===== src/rtl/libv_spec_queue_if.sv =====
// Handshake bundle for libv_spec_queue: producer push, speculative pop,
// commit/replay/flush control and status outputs.
interface libv_spec_queue_if #(
  parameter int W       = 32,
  parameter int N       = 16,
  parameter int CMT_MAX = 4
);
  localparam int PW = $clog2(N) + 1;
  localparam int CW = $clog2(CMT_MAX + 1);

  logic          push_vld;
  logic [W-1:0]  push_data;
  logic          push_rdy;
  logic          pop_vld;
  logic [W-1:0]  pop_data;
  logic          pop_rdy;
  logic          commit_vld;
  logic [CW-1:0] commit_n;
  logic          replay;
  logic          flush;
  logic          err;
  logic [PW-1:0] spec_cnt;
  logic [PW-1:0] arch_cnt;

  // The queue itself is the slave; producer and consumer together form the master.
  modport slave (
    input  push_vld, push_data, pop_rdy, commit_vld, commit_n, replay, flush,
    output push_rdy, pop_vld, pop_data, err, spec_cnt, arch_cnt
  );

  modport master (
    output push_vld, push_data, pop_rdy, commit_vld, commit_n, replay, flush,
    input  push_rdy, pop_vld, pop_data, err, spec_cnt, arch_cnt
  );
endinterface


===== src/rtl/libv_spec_queue.sv =====
// Speculative replay FIFO with wr/spec/arch pointers (MSB is the wrap bit).
// Define LIBV_SPEC_QUEUE_OCC_EN to get registered spec_cnt/arch_cnt counters.
module libv_spec_queue #(
  parameter int W       = 32,
  parameter int N       = 16,
  parameter int CMT_MAX = 4
) (
  input  logic               clk,
  input  logic               rst,
  libv_spec_queue_if.slave   bus
);
  localparam int AW = $clog2(N);
  localparam int PW = AW + 1;
  localparam int CW = $clog2(CMT_MAX + 1);

  logic [W-1:0]  mem [N];

  logic [PW-1:0] wr_q, wr_d;
  logic [PW-1:0] spec_q, spec_d;
  logic [PW-1:0] arch_q, arch_d;
  logic          err_q, err_d;

  logic          pushRdy;
  logic          popVld;
  logic          pushFire;
  logic          popFire;
  logic          commitFire;
  logic [PW-1:0] inFlight;
  logic [PW-1:0] commitReq;
  logic [PW-1:0] advance;
  logic          overCommit;

  // Status comes from registers only; popped-but-uncommitted entries still hold space.
  assign pushRdy = (wr_q - arch_q) != PW'(N);
  assign popVld  = (wr_q != spec_q);

  assign bus.push_rdy = pushRdy;
  assign bus.pop_vld  = popVld;
  assign bus.pop_data = mem[spec_q[AW-1:0]];
  assign bus.err      = err_q;

  assign pushFire   = bus.push_vld & pushRdy & ~bus.flush;
  assign popFire    = popVld & bus.pop_rdy & ~bus.replay & ~bus.flush;
  assign commitFire = bus.commit_vld & ~bus.flush;
  assign inFlight   = spec_q - arch_q;
  assign commitReq  = PW'(bus.commit_n);

  // Commit advance is clamped to both CMT_MAX and the popped-but-uncommitted count.
  always_comb begin
    advance    = '0;
    overCommit = 1'b0;
    if (commitFire) begin
      advance = commitReq;
      if (advance > PW'(CMT_MAX)) begin
        advance = PW'(CMT_MAX);
      end
      if (advance > inFlight) begin
        advance = inFlight;
      end
      overCommit = (commitReq > inFlight) | (commitReq > PW'(CMT_MAX));
    end
  end

  // Flush overrides everything; replay rewinds spec onto the post-commit arch.
  always_comb begin
    wr_d   = wr_q;
    spec_d = spec_q;
    arch_d = arch_q;
    err_d  = err_q | overCommit;
    if (bus.flush) begin
      wr_d   = '0;
      spec_d = '0;
      arch_d = '0;
    end else begin
      arch_d = arch_q + advance;
      if (pushFire) begin
        wr_d = wr_q + PW'(1);
      end
      if (bus.replay) begin
        spec_d = arch_d;
      end else if (popFire) begin
        spec_d = spec_q + PW'(1);
      end
    end
  end

  always_ff @(posedge clk) begin
    if (rst) begin
      wr_q   <= '0;
      spec_q <= '0;
      arch_q <= '0;
      err_q  <= 1'b0;
    end else begin
      wr_q   <= wr_d;
      spec_q <= spec_d;
      arch_q <= arch_d;
      err_q  <= err_d;
    end
  end

  always_ff @(posedge clk) begin
    if (pushFire) begin
      mem[wr_q[AW-1:0]] <= bus.push_data;
    end
  end

`ifdef LIBV_SPEC_QUEUE_OCC_EN
  logic [PW-1:0] specCnt_q;
  logic [PW-1:0] archCnt_q;

  always_ff @(posedge clk) begin
    if (rst) begin
      specCnt_q <= '0;
      archCnt_q <= '0;
    end else begin
      specCnt_q <= wr_d - spec_d;
      archCnt_q <= wr_d - arch_d;
    end
  end

  assign bus.spec_cnt = specCnt_q;
  assign bus.arch_cnt = archCnt_q;
`else
  assign bus.spec_cnt = '0;
  assign bus.arch_cnt = '0;
`endif

endmodule


===== src/flat_wrapper.sv =====
// flat-port wrapper written by rule: the top's interface ports become plain ports
module libv_spec_queue_flat 
#(
  parameter int W       = 32,
  parameter int N       = 16,
  parameter int CMT_MAX = 4
)
  (clk, rst, bus_push_vld, bus_push_data, bus_pop_rdy, bus_commit_vld, bus_commit_n, bus_replay, bus_flush, bus_push_rdy, bus_pop_vld, bus_pop_data, bus_err, bus_spec_cnt, bus_arch_cnt);
  libv_spec_queue_if #(.W(W), .N(N), .CMT_MAX(CMT_MAX)) bus_i ();
  input  logic clk;
  input  logic rst;
  input wire logic [$bits(bus_i.push_vld)-1:0] bus_push_vld;
  input wire logic [$bits(bus_i.push_data)-1:0] bus_push_data;
  input wire logic [$bits(bus_i.pop_rdy)-1:0] bus_pop_rdy;
  input wire logic [$bits(bus_i.commit_vld)-1:0] bus_commit_vld;
  input wire logic [$bits(bus_i.commit_n)-1:0] bus_commit_n;
  input wire logic [$bits(bus_i.replay)-1:0] bus_replay;
  input wire logic [$bits(bus_i.flush)-1:0] bus_flush;
  output wire logic [$bits(bus_i.push_rdy)-1:0] bus_push_rdy;
  output wire logic [$bits(bus_i.pop_vld)-1:0] bus_pop_vld;
  output wire logic [$bits(bus_i.pop_data)-1:0] bus_pop_data;
  output wire logic [$bits(bus_i.err)-1:0] bus_err;
  output wire logic [$bits(bus_i.spec_cnt)-1:0] bus_spec_cnt;
  output wire logic [$bits(bus_i.arch_cnt)-1:0] bus_arch_cnt;
  assign bus_i.push_vld = bus_push_vld;
  assign bus_i.push_data = bus_push_data;
  assign bus_i.pop_rdy = bus_pop_rdy;
  assign bus_i.commit_vld = bus_commit_vld;
  assign bus_i.commit_n = bus_commit_n;
  assign bus_i.replay = bus_replay;
  assign bus_i.flush = bus_flush;
  assign bus_push_rdy = bus_i.push_rdy;
  assign bus_pop_vld = bus_i.pop_vld;
  assign bus_pop_data = bus_i.pop_data;
  assign bus_err = bus_i.err;
  assign bus_spec_cnt = bus_i.spec_cnt;
  assign bus_arch_cnt = bus_i.arch_cnt;
  libv_spec_queue #(.W(W), .N(N), .CMT_MAX(CMT_MAX)) u_core (.clk(clk), .rst(rst), .bus(bus_i));
endmodule

===== config.mk =====
export PLATFORM = sky130hd
export DESIGN_NAME = libv_spec_queue_flat
export DESIGN_NICKNAME = d
export VERILOG_FILES = /design/src/rtl/libv_spec_queue_if.sv /design/src/rtl/libv_spec_queue.sv /design/src/flat_wrapper.sv
export SDC_FILE = /design/constraint.sdc
export NUM_CORES = 1
export LEC_CHECK = 0
export CORE_MARGIN = 5
export CORE_UTILIZATION = 34
export DETAILED_ROUTE_END_ITERATION = 8
export SLEW_MARGIN = 20
export SYNTH_ARGS = -nofsm -noshare
export SYNTH_HDL_FRONTEND = slang
export SYNTH_SLANG_ARGS = --single-unit

===== constraint.sdc =====
create_clock -name clk -period 10.5 [get_ports clk]
set_clock_uncertainty 0.15 [all_clocks]
set_input_delay 2.625 -clock clk [delete_from_list [all_inputs] [get_ports clk]]
set_output_delay 2.625 -clock clk [all_outputs]
set_load 0.02 [all_outputs]

Word level (Yosys, flattened, before mapping)
Memories as Yosys holds them, arrays and structs flattened. A register that Yosys moved wholly into a read port is not among the register bits.
Index checks and enable logic that the tools add are counted.
{ "op_classes": {"add_sub_neg": 5, "n_lt_le_gt_ge": 3, "eq_ne": 2, "n_mux": 11, "bitwise_logic": 10, "reduce_logical": 2} }
{ "op_table": {"columns": ["op", "count"], "rows": [
  ["$mux 5", 5],
  ["$add 5x1->5 const B", 2],
  ["$sub 5x5->5", 2],
  ["$mux 4", 2],
  ["$and 1x1->1", 6],
  ["$add 5x5->5", 1],
  ["$gt 3x5->1", 1],
  ["$gt 5x5->1", 1],
  ["$ne 5x5->1", 1],
  ["$ne 5x5->1 const B", 1],
  ["$gt 3x3->1 const B", 1],
  ["$mux 1", 3],
  ["$mux 3", 1],
  ["$not 1->1", 2],
  ["$or 1x1->1", 2],
  ["$reduce_bool 2->1", 1],
  ["$reduce_or 2->1", 1]
]} }
{ "totals": {"ff_bits": 16, "ram_bits": 512, "output_inout_bits": 45, "mem_count": 1} }
{ "memory_table": {"columns": ["name", "depth", "width", "read_ports", "rd_ports_with_merged_regs", "write_ports", "line", "source"], "rows": [
  ["u_core.mem", 16, 32, 1, 1, 1, "libv_spec_queue.sv:16", "logic [W-1:0] mem [N];"]
]} }

Depth between registers and ports, before layout
Gate-level depths: netlist (run 1).
{ "logic_depth": {"depth_word": 10, "ltp_mapped": 20, "mapped_depth_nobuf": 19} }

Least setup slack after synthesis (run 1)
OpenSTA, ideal clock, no wires.
{ "synth_timing": {"path_type": "input -> register", "startpoint": "input port bus_push_vld", "endpoint": "memory u_core.mem[1][0] (enable)", "setup_time_ns": 0.501, "arrival_ns": 6.048, "required_ns": 9.849, "path_slack_ns": 3.801, "cell_stages": 3, "n_path_buf": 1, "path_cell_list": "a21bo_1 > buf_6 > nor4_1"} }
{ "synth_via": {"elab_chain_len": 4} }
{ "synth_rtl": {"columns": ["element", "line", "source"], "rows": [
  ["start, declared", "flat_wrapper.sv:12", "input wire logic [$bits(bus_i.push_vld)-1:0] bus_push_vld;"],
  ["$and 1x1->1 (2 in series)", "libv_spec_queue.sv:42", "assign pushFire = bus.push_vld & pushRdy & ~bus.flush;"],
  ["$mux 1", "libv_spec_queue.sv:102", "if (pushFire) begin"],
  ["$mux 1 (not written as such)", "libv_spec_queue.sv:103", "mem[wr_q[AW-1:0]] <= bus.push_data;"],
  ["end, declared", "libv_spec_queue.sv:16", null]
]} }
Every way passes these cells.

==> metrics.cfg, run 1 <==
[outcome]
status=finished, final reports clean

[timing]
final_max_slew_viol_count=0
period_share=0.669
tightest_slew_ps=952
rsz0062_at_grt=false
fin_crit_ps=7020
setup_tns_ps=0
setup_viol=0
finalHoldViolations=0
clock.fmax_mhz=142
relSlewSlack=0.362

[placed_design]
gp_congestion=0.712
dpl.cell_count=1822
dpl.hpwl_um=24300
place_area_um2=22900
numPortBuffers=76

[layout]
fin_util=0.401
post_route_cells_drive_above_1_share=0.240
stdcell_count=1926
finalNetCount=1109
area_growth_pct=17.0
stdcell_area_um2=24700

[synthesis]
synth.most_common_cell=edfxtp_1
synth_top_area_frac=0.727
synthArstFlopShare=0
synth.distinct_cells=49
ys_seq_elements=532
yosys.area.top_type=edfxtp_1
ys_warn_count=0
ys_seq_area_frac=0.746
syn_inst=925
yosys-top-cells-count=512 x edfxtp_1, 132 x mux4_2, 28 x mux4_1, 23 x ha_1, 20 x dfxtp_1
synth_edf_count=512
avgSynthCellArea_um2=22.8
synth_area_um2=21100
ys_top_cells_by_area=edfxtp_1 73%, mux4_2 14%, mux4_1 3.5%
ys.flop_type=edfxtp_1

[run]
drv_cap=0

[clock_tree]
cts_root_buf=clkbuf_16
postCtsHoldBufs=0
cts_buffers=55
clkLatencyLatePin_ps=590
ctsResizeCount=0
path_clk_slew_ps=60
htreeDepth=2
clkSinkCount=532
cts_tree=built
clockBufferDepth=3
postCtsSetupRepairBufs=0

[setup_path]
required_ps=7730
crit_type=reg2out
crit_path_start_kind=flip-flop
crit_path_max_fanout=55
arrival_ps=4250
rrSetupSlack_ps=6390
end_kind=output port

[routing]
drc=0
wl_um=46300
routedWlPerCell_um=24.1
avgViaCountPerCell=5.03
first_iter_violations=774
drt_pre_antenna_iters=5
ant_nets=0
via_count=9689

[power]
p_seq_frac=0.520
p_sw_w=0.000936
p_sw_frac=0.208
power_frac_clock=0.427
p_int_w=0.00358
vdd_drop_max_v=0.000117
pwr-share-comb=0.053
p_per_area_nw_per_um2=182
power_leakage_nw=7.62

[grt]
grtUsageTotal=0.137
first_global_vias=10400
globalRouteOverflowTotal=0
grt_first_pass_wirelength_um=68800
grt_start_max_net_pins=56
grt_antenna_before_repair=1

[floorplan]
die_w_um=259
io_pins=87
die_area_um2=67200
die_y_um=259
row_count=91
core_area_um2=61600
initial_utilization=0.343

[worst_hold_path]
hold_class=reg2reg

## placed cells by master (no fill, tap or decap), types with 3 or more instances in the layout
cell type        count
nor3_2              13
nor4_2               3
mux4_2             132
inv_1               13
clkinv_2            10
buf_4               28
mux2i_1              7
nand2b_1            10
dfxtp_1             16
a21oi_1             11
nor2_1              11
o31ai_1              3
and3_1               4
conb_1              11
nand4_1              4
clkdlybuf4s50_1     76
mux4_1              28
nand2_1             18
clkinvlp_4           3
clkinv_1            13
a21o_1               3
clkbuf_16           56
ha_1                23
edfxtp_1           512
bufinv_16            6
o21ai_0              6
xnor2_1              4
xor2_1              10
clkbuf_1            13
nor2b_1              6
## flip-flops by register name (all words and copies together), names as in the netlist, named ones only
register,cells
u_core.mem,512
u_core.arch_q,5
u_core.spec_q,5
u_core.wr_q,5
u_core.bus.err,1
## worst max-delay path: stages, from the launching register on
cell and delay (ps):
dfxtp_4 550, buf_4 710, buf_4 750, mux4_2 420
mux4_2 550, clkdlybuf4s50_1 570
## per-stage QoR
| stage | power [W] | setup slack [ps] | hold slack (ps) |
|---|---|---|---|
| 2_1_floorplan | 0.00253 | 3800 | 328 |
| 3_5_place_dp | 0.00263 | 4070 | 365 |
| 5_1_grt | 0.00466 | 3320 | 410 |
| 4_1_cts | 0.00456 | 3430 | 374 |
| 3_3_place_gp | 0.00263 | 4090 | 352 |
| 6_report | 0.00451 | 3480 | 366 |
## power groups by stage
stage,logic [W],clock network (W),registers (W)
finish,0.000239,0.00193,0.00235
global route,0.000259,0.00206,0.00235
CTS,0.000244,0.00197,0.00235
detailed placement,0.000243,0,0.00239
global placement,0.000239,0,0.00239
floorplan,0.000146,0,0.00239
## cells by family (layout without fill, tap and decap cells)
group | count (synthesis) | count (layout) | synth area share
AOI/OAI and AO/OA | 36 | 36 | 0.0117
xor gates and xnor gates | 14 | 14 | 0.00580
adders and majority gates | 25 | 25 | 0.0155
buffers and inverters | 67 | 220 | 0.0197
DFF | 532 | 532 | 0.746
muxes | 169 | 169 | 0.180
other | 1 | 12 | 0.000177
and+or+nand+nor | 81 | 81 | 0.0204
## per-layer routing
layer / vias to the layer above / wire (um) / global-route usage
met3: 58 / 2180 / 0.0243
li1: 4152 / - / -
met5: - / 0 / 0
met2: 234 / 23300 / 0.231
met4: 0 / 715 / 0.0279
met1: 5245 / 20100 / 0.190
## final timing paths
| path | startpoint | endpoint | cells past startpoint |
|---|---|---|---|
| worst max-delay path | flip-flop | bus_pop_data[31] | 5 |
| worst min-delay path | u_core.wr_q[4] | u_core.wr_q[4] | 2 |
| worst min register to register | u_core.wr_q[4] | u_core.wr_q[4] | 2 |
| worst max register to register | u_core.wr_q[2] | u_core.mem[4][0] | 7 |
## cell type report
| type | count | area [um2] |
|---|---|---|
| inverters | 13 | 48.8 |
| multi-input cells | 336 | 5070 |
| clock buffers | 69 | 1450 |
| diodes | 1 | 2.50 |
| fillers | 5405 | 36900 |
| flip-flops and latches | 532 | 15800 |
| clock inverters | 34 | 352 |
| repair buffers | 104 | 971 |
| well taps | 837 | 1050 |
(Power assumes the default switching activity.)
==> run 2: changes to the inputs <==
- clock period: 10.5 -> 6.5 ns (I/O delays scaled with it)
==> metrics.cfg, run 2 (synthesis results as in run 1) <==
[power]
power_leakage_nw=7.52  ; -1.3%
vdd_drop_max_v=0.000187  ; +59%
p_per_area_nw_per_um2=285  ; +56%

[layout]
final_common_cell=edfxtp_1
post_route_cells_drive_above_1_share=0.230  ; -0.0100
stdcell_count=1918  ; -0.42%
finalNetCount=1109  ; unchanged
area_growth_pct=16.1
largest_reg_flops=512  ; unchanged
final_cell_mix=512 x edfxtp_1, 132 x mux4_2, 76 x clkdlybuf4s50_1
fin_util=0.398  ; -0.00297
stdcell_area_um2=24500  ; -0.74%

[timing]
clock.fmax_mhz=194
rsz0062_at_grt=false
fin_crit_ps=5150
finalHoldViolations=0  ; unchanged
tightest_slew_ps=868  ; -84.8 ps
setup_tns_ps=0  ; unchanged
setup_viol=0  ; unchanged
relSlewSlack=0.422  ; +0.0600
final_max_slew_viol_count=0  ; unchanged
period_share=0.792

[routing]
avgViaCountPerCell=4.96  ; -1.4%
first_iter_violations=780  ; +0.78%
routedWlPerCell_um=23.7  ; -1.6%
drt_pre_antenna_iters=4  ; -1
drc=0  ; unchanged
wl_um=45400  ; -2.0%
via_count=9509  ; -1.9%
ant_nets=0  ; unchanged

[worst_hold_path]
hold_class=reg2reg
hold_start=u_core.bus.err
whs_path_depth=1  ; -1
hold_path_end=u_core.bus.err

[grt]
met1_usage=0.178  ; -0.0117
first_global_vias=10300  ; -0.38%
globalRouteOverflowTotal=0  ; unchanged
grtUsageTotal=0.134  ; -0.00320
grt_first_pass_wirelength_um=67000  ; -2.6%
met3_usage=0.0297  ; +0.00535
busiest_layer=met2
grt_start_max_net_pins=99  ; +77%
grt_antenna_before_repair=2  ; +1
grtUsageMet2=0.226  ; -0.00532

[setup_path]
required_ps=4720  ; -3010 ps
end_kind=output port
slowest_delay_ps=840  ; +90 ps
rrSetupSlack_ps=2460  ; -3930 ps
arrival_ps=3380  ; -870 ps
cp_cell_sequence=buf_4 > mux4_2 > mux4_2 > clkdlybuf4s50_1
reg2reg_to=u_core.spec_q[4]
crit_path_max_fanout=45  ; -18%
cp_slowest_cell=dfxtp_4
path_common_cell=mux4_2
crit_path_start_kind=flip-flop
rr_worst_depth=18  ; +11
crit_type=reg2out
timing.rr.start=u_core.spec_q[0]

[placed_design]
place_area_um2=23000  ; +0.14%
dpl.hpwl_um=23600  ; -3.1%
dpl.cell_count=1823  ; +0.055%
numPortBuffers=76  ; unchanged
gp_congestion=0.747  ; +4.9%

[floorplan]
die_y_um=259  ; unchanged
initial_utilization=0.343  ; unchanged
core_area_um2=61600  ; unchanged
die_w_um=259  ; unchanged
io_pins=87  ; unchanged
row_count=91  ; unchanged
die_area_um2=67200  ; unchanged

[outcome]
status=finished, final reports clean

[clock_tree]
clkSinkCount=532  ; unchanged
cts_buffers=54  ; -1.8%
ctsResizeCount=0  ; unchanged
postCtsHoldBufs=0  ; unchanged
clockBufferDepth=3  ; unchanged
path_clk_slew_ps=60  ; about the same
postCtsSetupRepairBufs=0  ; unchanged
clkLatencyLatePin_ps=600  ; about the same
htreeDepth=2  ; unchanged
cts_root_buf=clkbuf_16
cts_tree=built

[run]
drv_cap=0  ; unchanged

-- run 2: worst max-delay path by stage --
stage | startpoint | endpoint | slack, ps | cells after the start
final | flip-flop | bus_pop_data[11] | 1350 | 4
after CTS | flip-flop | bus_pop_data[2] | 1260 | 4
after global routing | flip-flop | bus_pop_data[2] | 1180 | 4
after global placement | bus_commit_n[2] | u_core.spec_q[4] | 1610 | 16
after detailed placement | bus_commit_n[2] | u_core.spec_q[4] | 1470 | 16
after floorplan | bus_push_vld | u_core.mem[1][0] | 800 | 3
-- run 2: final cells by class --
type | count | area [um2]
well taps | 837 | 1050
flip-flops and latches | 532 | 15800
inverters | 13 | 48.8
multi-input cells | 336 | 5070
diodes | 2 | 5.00
clock inverters | 21 | 165
fillers | 5393 | 37100
repair buffers | 105 | 1000
clock buffers | 72 | 1420
-- run 2: through the flow --
step | worst slack, ps | total power (W) | hold slack, ps
floorplan | 801 | 0.00409 | 328
global placement | 1610 | 0.00425 | 352
detailed placement | 1470 | 0.00426 | 365
CTS | 1260 | 0.00709 | 373
global route | 1180 | 0.00725 | 424
finish | 1350 | 0.00700 | 368
-- run 2: worst max-delay path, delay by kind of cell, from the launching register on --
family / cells / cell delay, ps
buffers and inverters: 2 / 1000
flip-flops: 1 / 840
multiplexers: 2 / 900
-- run 2: power breakdown --
part           switching [W]  leakage (nW)  total (W)  internal, W
logic               0.000208          1.99   0.000386     0.000178
registers          0.0000138          4.78    0.00379      0.00378
clock network        0.00122         0.762    0.00282      0.00160
-- run 2: routing by layer --
| layer | routed length, um | part of all wire | up-vias |
|---|---|---|---|
| met5 | 0 | 0 | - |
| met4 | 957 | 0.021 | 0 |
| met3 | 2240 | 0.049 | 62 |
| met2 | 22800 | 0.50 | 195 |
| met1 | 19400 | 0.43 | 5102 |
| li1 | - | - | 4150 |
